$ cat config.mk
export PLATFORM = sky130hd
export DESIGN_NAME = mac_accumulator
export DESIGN_NICKNAME = d
export VERILOG_FILES = /design/src/rtl/mac_pkg.sv /design/src/rtl/mac_accumulator_rise_edge_det.sv /design/src/rtl/mac_accumulator.sv
export SDC_FILE = /design/constraint.sdc
export NUM_CORES = 1
export LEC_CHECK = 0
export BUFFER_PORTS_ARGS = -buffer_cell sky130_fd_sc_hd__buf_2
export CAP_MARGIN = 25
export CORE_ASPECT_RATIO = 1.2
export CORE_UTILIZATION = 55
export DETAILED_ROUTE_END_ITERATION = 7
export PLACE_DENSITY = 0.82
export SLEW_MARGIN = 10
export SYNTH_ARGS = -nofsm -noshare
export SYNTH_HDL_FRONTEND = slang
export SYNTH_SLANG_ARGS = --single-unit
$ cat constraint.sdc
create_clock -name clk -period 3.5 [get_ports clk]
set_input_delay 0.7 -clock clk [delete_from_list [all_inputs] [get_ports clk]]
set_output_delay 0.7 -clock clk [all_outputs]
set_load 0.005 [all_outputs]
$ cat src/rtl/mac_pkg.sv
// Shared types and default sizing for the multiply-accumulate consumer.
// Build option: define MAC_ACC_SATURATE_EN to clamp instead of wrap on overflow.
package mac_pkg;

    localparam int DEF_PROD_W  = 16;
    localparam int DEF_ACC_W   = 24;
    localparam int DEF_N_TERMS = 4;
    localparam int DEF_CNT_W   = 8;

    typedef enum logic [1:0] {
        S_IDLE  = 2'd0,
        S_ACCUM = 2'd1,
        S_HOLD  = 2'd2
    } state_t;

endpackage

$ cat src/rtl/mac_accumulator_rise_edge_det.sv
// Registers the multiplier done level and flags its rising edge, so a done
// held high for many cycles contributes exactly one product.
module rise_edge_det (
    input  logic clk,
    input  logic rst_n,
    input  logic d,
    output logic q_rise
);

    logic done_q;

    always_ff @(posedge clk or negedge rst_n) begin
        if (!rst_n) begin
            done_q <= 1'b0;
        end else begin
            done_q <= d;
        end
    end

    assign q_rise = d & ~done_q;

endmodule

$ cat src/rtl/mac_accumulator.sv
// Sums N_TERMS multiplier products into a wide accumulator and hands the result
// out over valid/ready. Define MAC_ACC_SATURATE_EN to clamp on overflow (default wraps).
module mac_accumulator
    import mac_pkg::*;
#(
    parameter int PROD_W  = DEF_PROD_W,
    parameter int ACC_W   = DEF_ACC_W,
    parameter int N_TERMS = DEF_N_TERMS,
    parameter int CNT_W   = DEF_CNT_W
) (
    input  logic              clk,
    input  logic              rst_n,
    input  logic              start,
    input  logic [PROD_W-1:0] prod,
    input  logic              prod_done,
    input  logic              out_ready,
    output logic [ACC_W-1:0]  acc,
    output logic              out_valid,
    output logic              overflow,
    output logic              busy,
    output logic [CNT_W-1:0]  terms
);

    logic             counted;
    state_t           state_reg;
    logic [ACC_W-1:0] acc_reg;
    logic [CNT_W-1:0] terms_reg;
    logic             overflow_reg;
    logic             out_valid_reg;
    logic             busy_reg;

    rise_edge_det u_done_edge (
        .clk    (clk),
        .rst_n  (rst_n),
        .d      (prod_done),
        .q_rise (counted)
    );

    // One extra bit on the adder exposes the carry out of the accumulator.
    logic [ACC_W:0]   sum_wide;
    logic             carry;
    logic [ACC_W-1:0] add_result;
    logic [CNT_W-1:0] terms_inc;
    logic             last_term;

    assign sum_wide  = {1'b0, acc_reg} + {{(ACC_W + 1 - PROD_W){1'b0}}, prod};
    assign carry     = sum_wide[ACC_W];
    assign terms_inc = terms_reg + CNT_W'(1);
    assign last_term = (terms_inc == CNT_W'(N_TERMS));

`ifdef MAC_ACC_SATURATE_EN
    // Once clamped, any further non-zero product carries again, so it stays clamped.
    assign add_result = carry ? {ACC_W{1'b1}} : sum_wide[ACC_W-1:0];
`else
    assign add_result = sum_wide[ACC_W-1:0];
`endif

    always_ff @(posedge clk or negedge rst_n) begin
        if (!rst_n) begin
            state_reg     <= S_IDLE;
            acc_reg       <= '0;
            terms_reg     <= '0;
            overflow_reg  <= 1'b0;
            out_valid_reg <= 1'b0;
            busy_reg      <= 1'b0;
        end else begin
            case (state_reg)
                S_IDLE: begin
                    if (start) begin
                        acc_reg      <= '0;
                        terms_reg    <= '0;
                        overflow_reg <= 1'b0;
                        busy_reg     <= 1'b1;
                        state_reg    <= S_ACCUM;
                    end
                end
                S_ACCUM: begin
                    // A restart takes priority and drops a coincident product.
                    if (start) begin
                        acc_reg      <= '0;
                        terms_reg    <= '0;
                        overflow_reg <= 1'b0;
                    end else if (counted) begin
                        acc_reg      <= add_result;
                        terms_reg    <= terms_inc;
                        overflow_reg <= overflow_reg | carry;
                        if (last_term) begin
                            busy_reg      <= 1'b0;
                            out_valid_reg <= 1'b1;
                            state_reg     <= S_HOLD;
                        end
                    end
                end
                S_HOLD: begin
                    if (out_ready) begin
                        out_valid_reg <= 1'b0;
                        state_reg     <= S_IDLE;
                    end
                end
                default: begin
                    out_valid_reg <= 1'b0;
                    busy_reg      <= 1'b0;
                    state_reg     <= S_IDLE;
                end
            endcase
        end
    end

    assign acc       = acc_reg;
    assign terms     = terms_reg;
    assign overflow  = overflow_reg;
    assign out_valid = out_valid_reg;
    assign busy      = busy_reg;

endmodule

==> results.sh, run 1 <==
export IMPL_synth_compound_area_share_pct=26.1
export IMPL_synthSimpleGateAreaFrac_pct=19.9
export IMPL_dp_hpwl_um=4500
export IMPL_drc_errors=0
export IMPL_hold_viol=0
export IMPL_coreArea_um2=4560
export IMPL_setup_tns_ns=0
export IMPL_synth_area_per_cell_um2=8.85
export IMPL_drtIter0Drc=169
export IMPL_drive_gt1_share_pct=22.5
export IMPL_post_cts_setup_buffers=0
export IMPL_dp_cells=400
export IMPL_max_stage_delay_ns=0.43
export IMPL_hold_class="flop to flop"
export IMPL_crit_buf_inv=1
export IMPL_grt_pass1_wl_um=10400
export IMPL_clockBufferDepth=2
export IMPL_die_y_um=77.5
export IMPL_synth_edf_count=0
export IMPL_skew_ns=0.00774
export IMPL_cts_num_sinks=38
export IMPL_hold_end="overflow"
export IMPL_maxCapViolCount=0
export IMPL_cp_end_kind="flop"
export IMPL_instances_no_fill=409
export IMPL_clkTransAtPathRegs_ns=0.08
export IMPL_ys_seq_area_share_pct=36.4
export IMPL_yosys_warnings=0
export IMPL_ys_ff_latch=38
export IMPL_cp_max_fo=5
export IMPL_drt_first_pass_iters=4
export IMPL_required_ns=3.65
export IMPL_synth_ff_type="dfrtp_1"
export IMPL_ant_nets=0
export IMPL_antenna_found_initial=0
export IMPL_status="complete, no violations"
export IMPL_cts_resized_gates=0
export IMPL_n_antenna_cell=0
export IMPL_timing_fmax_mhz=376
export IMPL_grt_pass1_vias=2326
export IMPL_viasPerCell=5.87
export IMPL_clkLatencyLatePin_ns=0.29
export IMPL_synthesis_area_um2=2610
export IMPL_rr_worst_depth=8
export IMPL_cts_tree="yes"
export IMPL_slew_viol_final=0
export IMPL_syn_inst=295
export IMPL_busiest_layer="met2"
export IMPL_regToRegStartpoint="acc[0]"
export IMPL_synth_cell_types=56
export IMPL_ios=56
export IMPL_cts_root_buf="clkbuf_8"
export IMPL_p_per_area_nw_per_um2=347
export IMPL_grt_max_degree=39
export IMPL_nets=390
export IMPL_synthArstFlopShare_pct=100
export IMPL_mostFrequentLayoutCell="buf_2"
export IMPL_worstHoldStart="overflow"
export IMPL_totalWireLength_um=6130
export IMPL_gp_congestion=0.890
export IMPL_holdPathStages=2
export IMPL_vdd_drop_max_uv=248
export IMPL_cp_top_family="compound AO/OA/AOI/OAI gates"
export IMPL_met1_usage_pct=31.7
export IMPL_gr_usage_met3_pct=4.85
export IMPL_leakagePower_uw=0.00146
export IMPL_grt_overflow=0
export IMPL_slew_headroom_pct=42.0
export IMPL_synthAdderAreaFrac_pct=9.39
export IMPL_crit_type="input pin to flop"
export IMPL_grt_total_usage_pct=26.3
export IMPL_startpoint_type="input pin"
export IMPL_die_width_um=64.9
export IMPL_dieArea_um2=5030
export IMPL_synth_top_family_by_area="compound AO/OA/AOI/OAI gates"
export IMPL_min_period_ns=2.66
export IMPL_num_vias=2401
export IMPL_mostFrequentLayoutCells="buf_2, nand2_1, dfrtp_1"
export IMPL_arrival_ns=2.80
export IMPL_muxShareOfSynthArea_pct=0.767
export IMPL_largest_register_ffs=24
export IMPL_r2r_end="acc[14]"
export IMPL_io_buffers=55
export IMPL_initial_core_util_pct=57.3
export IMPL_num_rows=27
export IMPL_fin_crit_sh_pct=75.9
export IMPL_crit_slowest_cell="a221oi_2"
export IMPL_setup_viol=0
export IMPL_htree_num_levels=2
export IMPL_synth_nets=335
export IMPL_rsz0062_at_grt="no"
export IMPL_hold_buffers=0
export IMPL_cp_cell_sequence="buf_2, ha_1, fa_1, a21o_1, a221oi_2, o221ai_2, a21oi_2, xor2_1, o21ai_1"
export IMPL_yosys_area_share_xor_xnor_pct=4.70
export IMPL_use_met2_pct=46.1
export IMPL_worst_slew_pin_slew_ns=0.870
export IMPL_cts_inserted_buffers=5
export IMPL_post_drt_wl_per_cell_um=15.0
export IMPL_area_delta_synth_final_pct=16.6
export IMPL_rrSetupSlack_ns=0.96
==> stage by stage <==
step                      area, um^2  hold slack [ns]  total power [uW]  worst slack, ns  utilization [%]
after floorplan                 2610            0.404               658            0.894                -
after global placement          2930            0.462               729            0.630             64.1
after detailed placement        2930            0.469               737            0.533             64.1
after CTS                       3020            0.486              1050            0.850             66.1
after global routing            3040            0.505              1110            0.713             66.7
final                           3040            0.482              1060            0.843             66.7
==> worst min-delay path: stages (launching register included) <==
cell and delay, ns:
dfrtp_1 0.34, nand2_1 0.05, o31ai_1 0.05
==> cells in the mapped netlist (4+ instances only) <==
library cell | number | area share (%)
a21o_1 | 4 | 1.2
nand3_1 | 7 | 1.3
clkbuf_1 | 5 | 0.72
o41ai_1 | 4 | 1.3
inv_1 | 8 | 1.2
a31oi_1 | 4 | 0.96
o21a_1 | 4 | 1.2
o21ai_0 | 35 | 6.7
a21oi_1 | 16 | 3.1
xnor2_1 | 6 | 2.0
nand2_1 | 46 | 6.6
xor2_1 | 8 | 2.7
dfrtp_1 | 38 | 36
nor2_1 | 11 | 1.6
nand2b_1 | 11 | 2.6
ha_1 | 18 | 8.6
and3_1 | 7 | 1.7
==> how the worst max path moves through the flow <==
stage	start	depth (start not counted)	end
after detailed placement	prod[0]	9	acc[18]
after CTS	prod[0]	9	acc[18]
final	prod[0]	9	acc[14]
after global placement	prod[0]	9	acc[18]
after floorplan	prod[0]	8	acc[18]
after global routing	prod[0]	9	acc[16]
==> routing by layer <==
layer / up-vias / wire [um]
li1: 1196 / -
met1: 1145 / 2650
met2: 51 / 3150
met3: 9 / 241
met4: 0 / 85
met5: - / 0
==> where the power goes <==
group	internal, uW	switching, uW
registers	459	20.0
clock network	159	160
logic	107	149
total	725	330
==> layout make-up <==
cell class	instances	area, um^2
sequential	38	951
fill	385	1520
inverter	8	30.0
timing repair buffer	57	310
clock inverter	1	5.00
multi-input combinational	240	1590
tap	58	72.6
clock buffer	7	86.3
==> cells by family after synthesis <==
family / after synthesis
AOI/OAI and AO/OA: 100
xor gates and xnor gates: 14
adders and majority gates: 19
buffers and inverters: 17
DFF: 38
muxes: 2
and+or+nand+nor: 105
(Power assumes the default switching activity.)
==> inputs of run 2 (changes only) <==
- ABC_AREA: not set -> 1
- PLACE_DENSITY: 0.82 -> 0.81
- clock period: 3.5 -> 2.6 ns (I/O delays scaled with it)
==> run 2 against run 1 <==
  * Clock skew up 0.0015 ns
  * Global-route usage up 1.2 points
  * Final cell count up 37%
  * Worst hold slack worse by 0.16 ns
  * Clock-buffer cell count down 2
==> results.sh, run 2 <==
export IMPL_cp_top_family="adder cells"
export IMPL_regToRegStartpoint="acc[0]"
export IMPL_drc_errors=0
export IMPL_setup_tns_ns=0
export IMPL_instances_no_fill=559
export IMPL_crit_path_end="acc[6]"
export IMPL_hold_class="input pin to asynchronous set/reset pin"
export IMPL_grt_overflow=0
export IMPL_synthTopCellsByArea="dfrtp_1, nand2_1, ha_1, inv_1, nor2_1"
export IMPL_antenna_found_initial=0
export IMPL_cts_resized_gates=0
export IMPL_grt_pass1_wl_um=11600
export IMPL_num_rows=28
export IMPL_drive_gt1_share_pct=19.6
export IMPL_worstSetupPathDepth=8
export IMPL_mostFrequentLayoutCells="nand2_1, inv_1, buf_2"
export IMPL_ys_ff_latch=38
export IMPL_die_width_um=68.7
export IMPL_timing_fmax_mhz=517
export IMPL_clkLatencyLatePin_ns=0.30
export IMPL_slew_headroom_pct=42.5
export IMPL_synthesis_area_um2=2940
export IMPL_setup_viol=0
export IMPL_largest_register_ffs=24
export IMPL_required_ns=2.78
export IMPL_cts_inserted_buffers=5
export IMPL_crit_buf_inv=0
export IMPL_drt_first_pass_iters=4
export IMPL_ant_nets=0
export IMPL_clockBufferDepth=2
export IMPL_p_per_area_nw_per_um2=501
export IMPL_min_period_ns=1.93
export IMPL_clkTransAtPathRegs_ns=0.09
export IMPL_cp_max_fo=5
export IMPL_cp_common_cell="nand2_1"
export IMPL_grt_total_usage_pct=27.6
export IMPL_cts_tree="yes"
export IMPL_rr_worst_depth=8
export IMPL_startpoint_type="flop"
export IMPL_status="complete, no violations"
export IMPL_syn_inst=440
export IMPL_gp_congestion=0.907
export IMPL_max_stage_delay_ns=0.41
export IMPL_fin_crit_sh_pct=74.4
export IMPL_crit_start="acc[0]"
export IMPL_rsz0062_at_grt="no"
export IMPL_dp_hpwl_um=5140
export IMPL_cts_root_buf="clkbuf_8"
export IMPL_synth_cell_types=31
export IMPL_dp_cells=551
export IMPL_arrival_ns=2.11
export IMPL_maxCapViolCount=0
export IMPL_synthArstFlopShare_pct=100
export IMPL_area_delta_synth_final_pct=15.6
export IMPL_skew_ns=0.00920
export IMPL_synth_most_common_cell="nand2_1"
export IMPL_n_antenna_cell=0
export IMPL_viasPerCell=5.27
export IMPL_drtIter0Drc=144
export IMPL_coreArea_um2=5040
export IMPL_yosysTopAreaCellShare_pct=32.4
export IMPL_io_buffers=55
export IMPL_crit_slowest_cell="fa_1"
export IMPL_leakagePower_uw=0.00195
export IMPL_grt_pass1_vias=2802
export IMPL_cp_cell_sequence="ha_1, fa_1, nand2_1, nand3_2, nand3_1, nand2_1, o21ai_0, nand2_1"
export IMPL_die_y_um=82.1
export IMPL_dieArea_um2=5640
export IMPL_htree_num_levels=2
export IMPL_synth_edf_count=0
export IMPL_synth_area_per_cell_um2=6.68
export IMPL_vdd_drop_max_uv=342
export IMPL_cts_num_sinks=38
export IMPL_ys_seq_area_share_pct=32.4
export IMPL_holdWs_ns=0.325
export IMPL_cp_end_kind="flop"
export IMPL_totalWireLength_um=6900
export IMPL_r2r_end="acc[6]"
export IMPL_slew_viol_final=0
export IMPL_grt_max_degree=39
export IMPL_synth_nets=480
export IMPL_hold_buffers=0
export IMPL_worst_slew_pin_slew_ns=0.863
export IMPL_post_cts_setup_buffers=0
export IMPL_synth_ff_type="dfrtp_1"
export IMPL_num_vias=2945
export IMPL_ios=56
export IMPL_post_drt_wl_per_cell_um=12.3
export IMPL_yosys_warnings=0
export IMPL_mostFrequentLayoutCell="nand2_1"
export IMPL_hold_viol=0
export IMPL_synth_common_cells="nand2_1, inv_1, nor2_1"
export IMPL_crit_type="flop to flop"
export IMPL_rrSetupSlack_ns=0.67
export IMPL_nets=538
export IMPL_synth_top_area_cell="dfrtp_1"
export IMPL_initial_core_util_pct=58.3
[run 2: per-stage QoR]
step	worst slack (ns)	total power [uW]	cell area [um^2]	util, %
2_1_floorplan	0.712	957	2940	-
3_3_place_gp	0.493	1080	3260	64.6
3_5_place_dp	0.455	1090	3260	64.6
4_1_cts	0.672	1710	3400	67.3
5_1_grt	0.481	1790	3400	67.3
6_report	0.666	1700	3400	67.3
[run 2: final cells by class]
type / instances / area, um^2
clock buffers: 5 / 68.8
clock inverters: 3 / 68.8
fillers: 479 / 1650
inverters: 65 / 244
multi-input cells: 332 / 1710
flip-flops and latches: 38 / 951
well taps: 60 / 75.1
repair buffers: 56 / 283
[run 2: worst min-delay path by stage]
| stage | endpoint | cells past startpoint |
|---|---|---|
| after global routing | u_done_edge.done_q | 1 |
| after floorplan | acc[0] | 0 |
| after detailed placement | out_valid | 2 |
| after CTS | u_done_edge.done_q | 1 |
| after global placement | out_valid | 2 |
| final | acc[11] | 1 |
[run 2: cells by family (layout without fill, tap and decap cells)]
logic type,after synthesis,count (layout),synth area share (%)
AO/OA/AOI/OAI,53,53,10.6
XOR/XNOR,5,5,1.49
adder cells (fa/ha/maj),19,19,8.34
buffers and inverters,70,129,9.58
flip-flops,38,38,32.4
AND/OR/NAND/NOR,255,255,37.6
[run 2: layer usage]
| metal | wire, um | track usage [%] |
|---|---|---|
| met2 | 3500 | 48.5 |
| met5 | 0 | 0 |
| met1 | 2990 | 32.5 |
| met4 | 159 | 10.8 |
| met3 | 255 | 5.00 |
[run 2: power by group]
group | leakage [uW] | switching [uW] | internal (uW)
registers | 0.000515 | 33.6 | 629
logic | 0.00137 | 267 | 151
clock network | 0.0000683 | 236 | 385
total | 0.00195 | 536 | 1160
==> inputs of run 3 (changes only) <==
- clock period: 2.6 -> 2 ns (I/O delays scaled with it)
==> run 3 against run 2 <==
  * Register-to-register slack worse by 0.54 ns
  * Final cell count is 0.89% higher
  * Die area stayed put
  * Total power is 33% higher
  * Clock power is 31% higher
  * Clock-buffer cell count stayed put
  * Non-clock buffer count is 5 higher
  * Sequential share of layout area is 0.57 points lower
==> results.sh, run 3 (synthesis results as in run 2) <==
export IMPL_die_width_um=68.7
export IMPL_cts_num_sinks=38
export IMPL_p_comb_share_pct=25.6
export IMPL_max_stage_delay_ns=0.43
export IMPL_drive_gt1_share_pct=22.0
export IMPL_cts_root_buf="clkbuf_8"
export IMPL_mostFrequentLayoutCells="nand2_1, inv_1, buf_2"
export IMPL_hold_buffers=0
export IMPL_grt_pass1_vias=2804
export IMPL_vdd_drop_max_uv=441
export IMPL_use_met2_pct=51.8
export IMPL_hold_viol=0
export IMPL_timing_fmax_mhz=533
export IMPL_switching_share_pct=32.0
export IMPL_ant_nets=0
export IMPL_grt_overflow=0
export IMPL_antenna_found_initial=0
export IMPL_busiest_layer="met2"
export IMPL_initial_core_util_pct=58.3
export IMPL_maxCapViolCount=0
export IMPL_fin_util_pct=68.7
export IMPL_setup_slack_ns=0.125
export IMPL_post_drt_wl_per_cell_um=12.8
export IMPL_slew_viol_final=0
export IMPL_num_rows=28
export IMPL_hold_class="input pin to asynchronous set/reset pin"
export IMPL_arrival_ns=2.06
export IMPL_ios=56
export IMPL_post_place_ws_ns=-0.0270
export IMPL_grt_max_degree=25
export IMPL_crit_buf_inv=0
export IMPL_clkLatencyLatePin_ns=0.30
export IMPL_met1_usage_pct=32.5
export IMPL_drc_errors=0
export IMPL_cp_end_kind="flop"
export IMPL_gp_congestion=0.896
export IMPL_cp_common_cell="nand2_1"
export IMPL_skew_ns=0.00708
export IMPL_cts_inserted_buffers=5
export IMPL_rrSetupSlack_ns=0.13
export IMPL_dp_hpwl_um=5510
export IMPL_p_per_area_nw_per_um2=650
export IMPL_cp_cell_sequence="ha_2, nand2_1, nor2_2, nand2_1, nand2_2, nand2_1, nand2_2, nand2_1, nand2_1, nand2_1, nand2_1, nand2_1"
export IMPL_cp_max_fo=6
export IMPL_drtIter0Drc=127
export IMPL_place_area_um2=3300
export IMPL_grt_total_usage_pct=28.3
export IMPL_post_cts_setup_buffers=0
export IMPL_viasPerCell=5.24
export IMPL_io_buffers=55
export IMPL_coreArea_um2=5040
export IMPL_n_antenna_cell=0
export IMPL_largest_register_ffs=24
export IMPL_startpoint_type="flop"
export IMPL_cts_tree="yes"
export IMPL_num_vias=2956
export IMPL_clockBufferDepth=2
export IMPL_slew_headroom_pct=69.2
export IMPL_grt_pass1_wl_um=11900
export IMPL_p_int_uw=1530
export IMPL_leakagePower_uw=0.00197
export IMPL_crit_type="flop to flop"
export IMPL_nets=543
export IMPL_cp_top_family="simple AND/OR/NAND/NOR gates"
export IMPL_setup_viol=0
export IMPL_min_period_ns=1.87
export IMPL_crit_slowest_cell="dfrtp_1"
export IMPL_die_y_um=82.1
export IMPL_status="complete, no violations"
export IMPL_p_switching_uw=721
export IMPL_worst_slew_pin_slew_ns=0.462
export IMPL_required_ns=2.19
export IMPL_htree_num_levels=2
export IMPL_power_frac_clock_pct=36.1
export IMPL_clkTransAtPathRegs_ns=0.09
export IMPL_pwr_share_seq_pct=38.4
export IMPL_gr_usage_met3_pct=4.86
export IMPL_totalWireLength_um=7230
export IMPL_dieArea_um2=5640
export IMPL_mostFrequentLayoutCell="nand2_1"
export IMPL_area_delta_synth_final_pct=18.0
export IMPL_fin_crit_sh_pct=93.7
export IMPL_fin_area_um2=3470
export IMPL_drt_first_pass_iters=4
==> run 3: cell count changes in the layout (fill, tap and decap cells not counted) <==
cell     change
nand2_1      -2
nor2_1       -2
nand2_2      +2
nor2_2       +2
ha_1         -2
fa_2         +1
buf_4        +5
nand3_2      +1
fa_1         -1
ha_2         +1
nand3_1      -1
ha_4         +1
==> run 3: final cells by class <==
class	instances	area, um^2
Clock buffer	5	68.8
Multi-Input combinational cell	332	1740
Fill cell	484	1580
Timing Repair Buffer	61	320
Sequential cell	38	951
Tap cell	60	75.1
Clock inverter	3	68.8
Inverter	65	244
==> run 3: per-stage QoR <==
step	std cells	power, uW	hold slack, ns	TNS, ns
floorplan	440	1240	0.104	0
global placement	556	1410	0.350	0
detailed placement	556	1430	0.346	-0.0402
CTS	564	2250	0.0279	0
global route	564	2380	0.0440	-0.00835
finish	564	2250	0.0119	0
==> run 3: power by group through the flow <==
stage                     Combinational, uW  Clock [uW]  Sequential (uW)
final                                   576         813              864
after global routing                    653         855              872
after CTS                               562         820              863
after floorplan                         369           0              875
after detailed placement                555           0              877
after global placement                  541           0              873
==> run 3: final timing paths <==
check	from	to	cells past startpoint
worst max-delay path	acc[6]	acc[23]	12
worst min-delay path	rst_n	acc[5]	1
worst max register to register	acc[6]	acc[23]	12
worst min register to register	out_valid	out_valid	2
max in group asynchronous	rst_n	acc[17]	2
min in group clk	prod_done	u_done_edge.done_q	1
==> run 3: worst register-to-register path, stage by stage, from the launching register on <==
cell and delay [ns]:
dfrtp_1 0.43, ha_2 0.39, nand2_1 0.13, nor2_2 0.18
nand2_1 0.09, nand2_2 0.13, nand2_1 0.08, nand2_2 0.09
nand2_1 0.05, nand2_1 0.05, nand2_1 0.05, nand2_1 0.06
nand2_1 0.05
==> run 3: repair_timing <==
item	4_1_cts	5_1_grt
endpoints found under the setup margin	0	7
hold endpoints to repair	0	0
resized for setup	0	8
==> run 3: layer usage <==
layer / share of wire [%] / routed length (um)
met1: 42 / 3060
met2: 52 / 3730
met3: 3.9 / 284
met4: 2.1 / 154
met5: 0 / 0
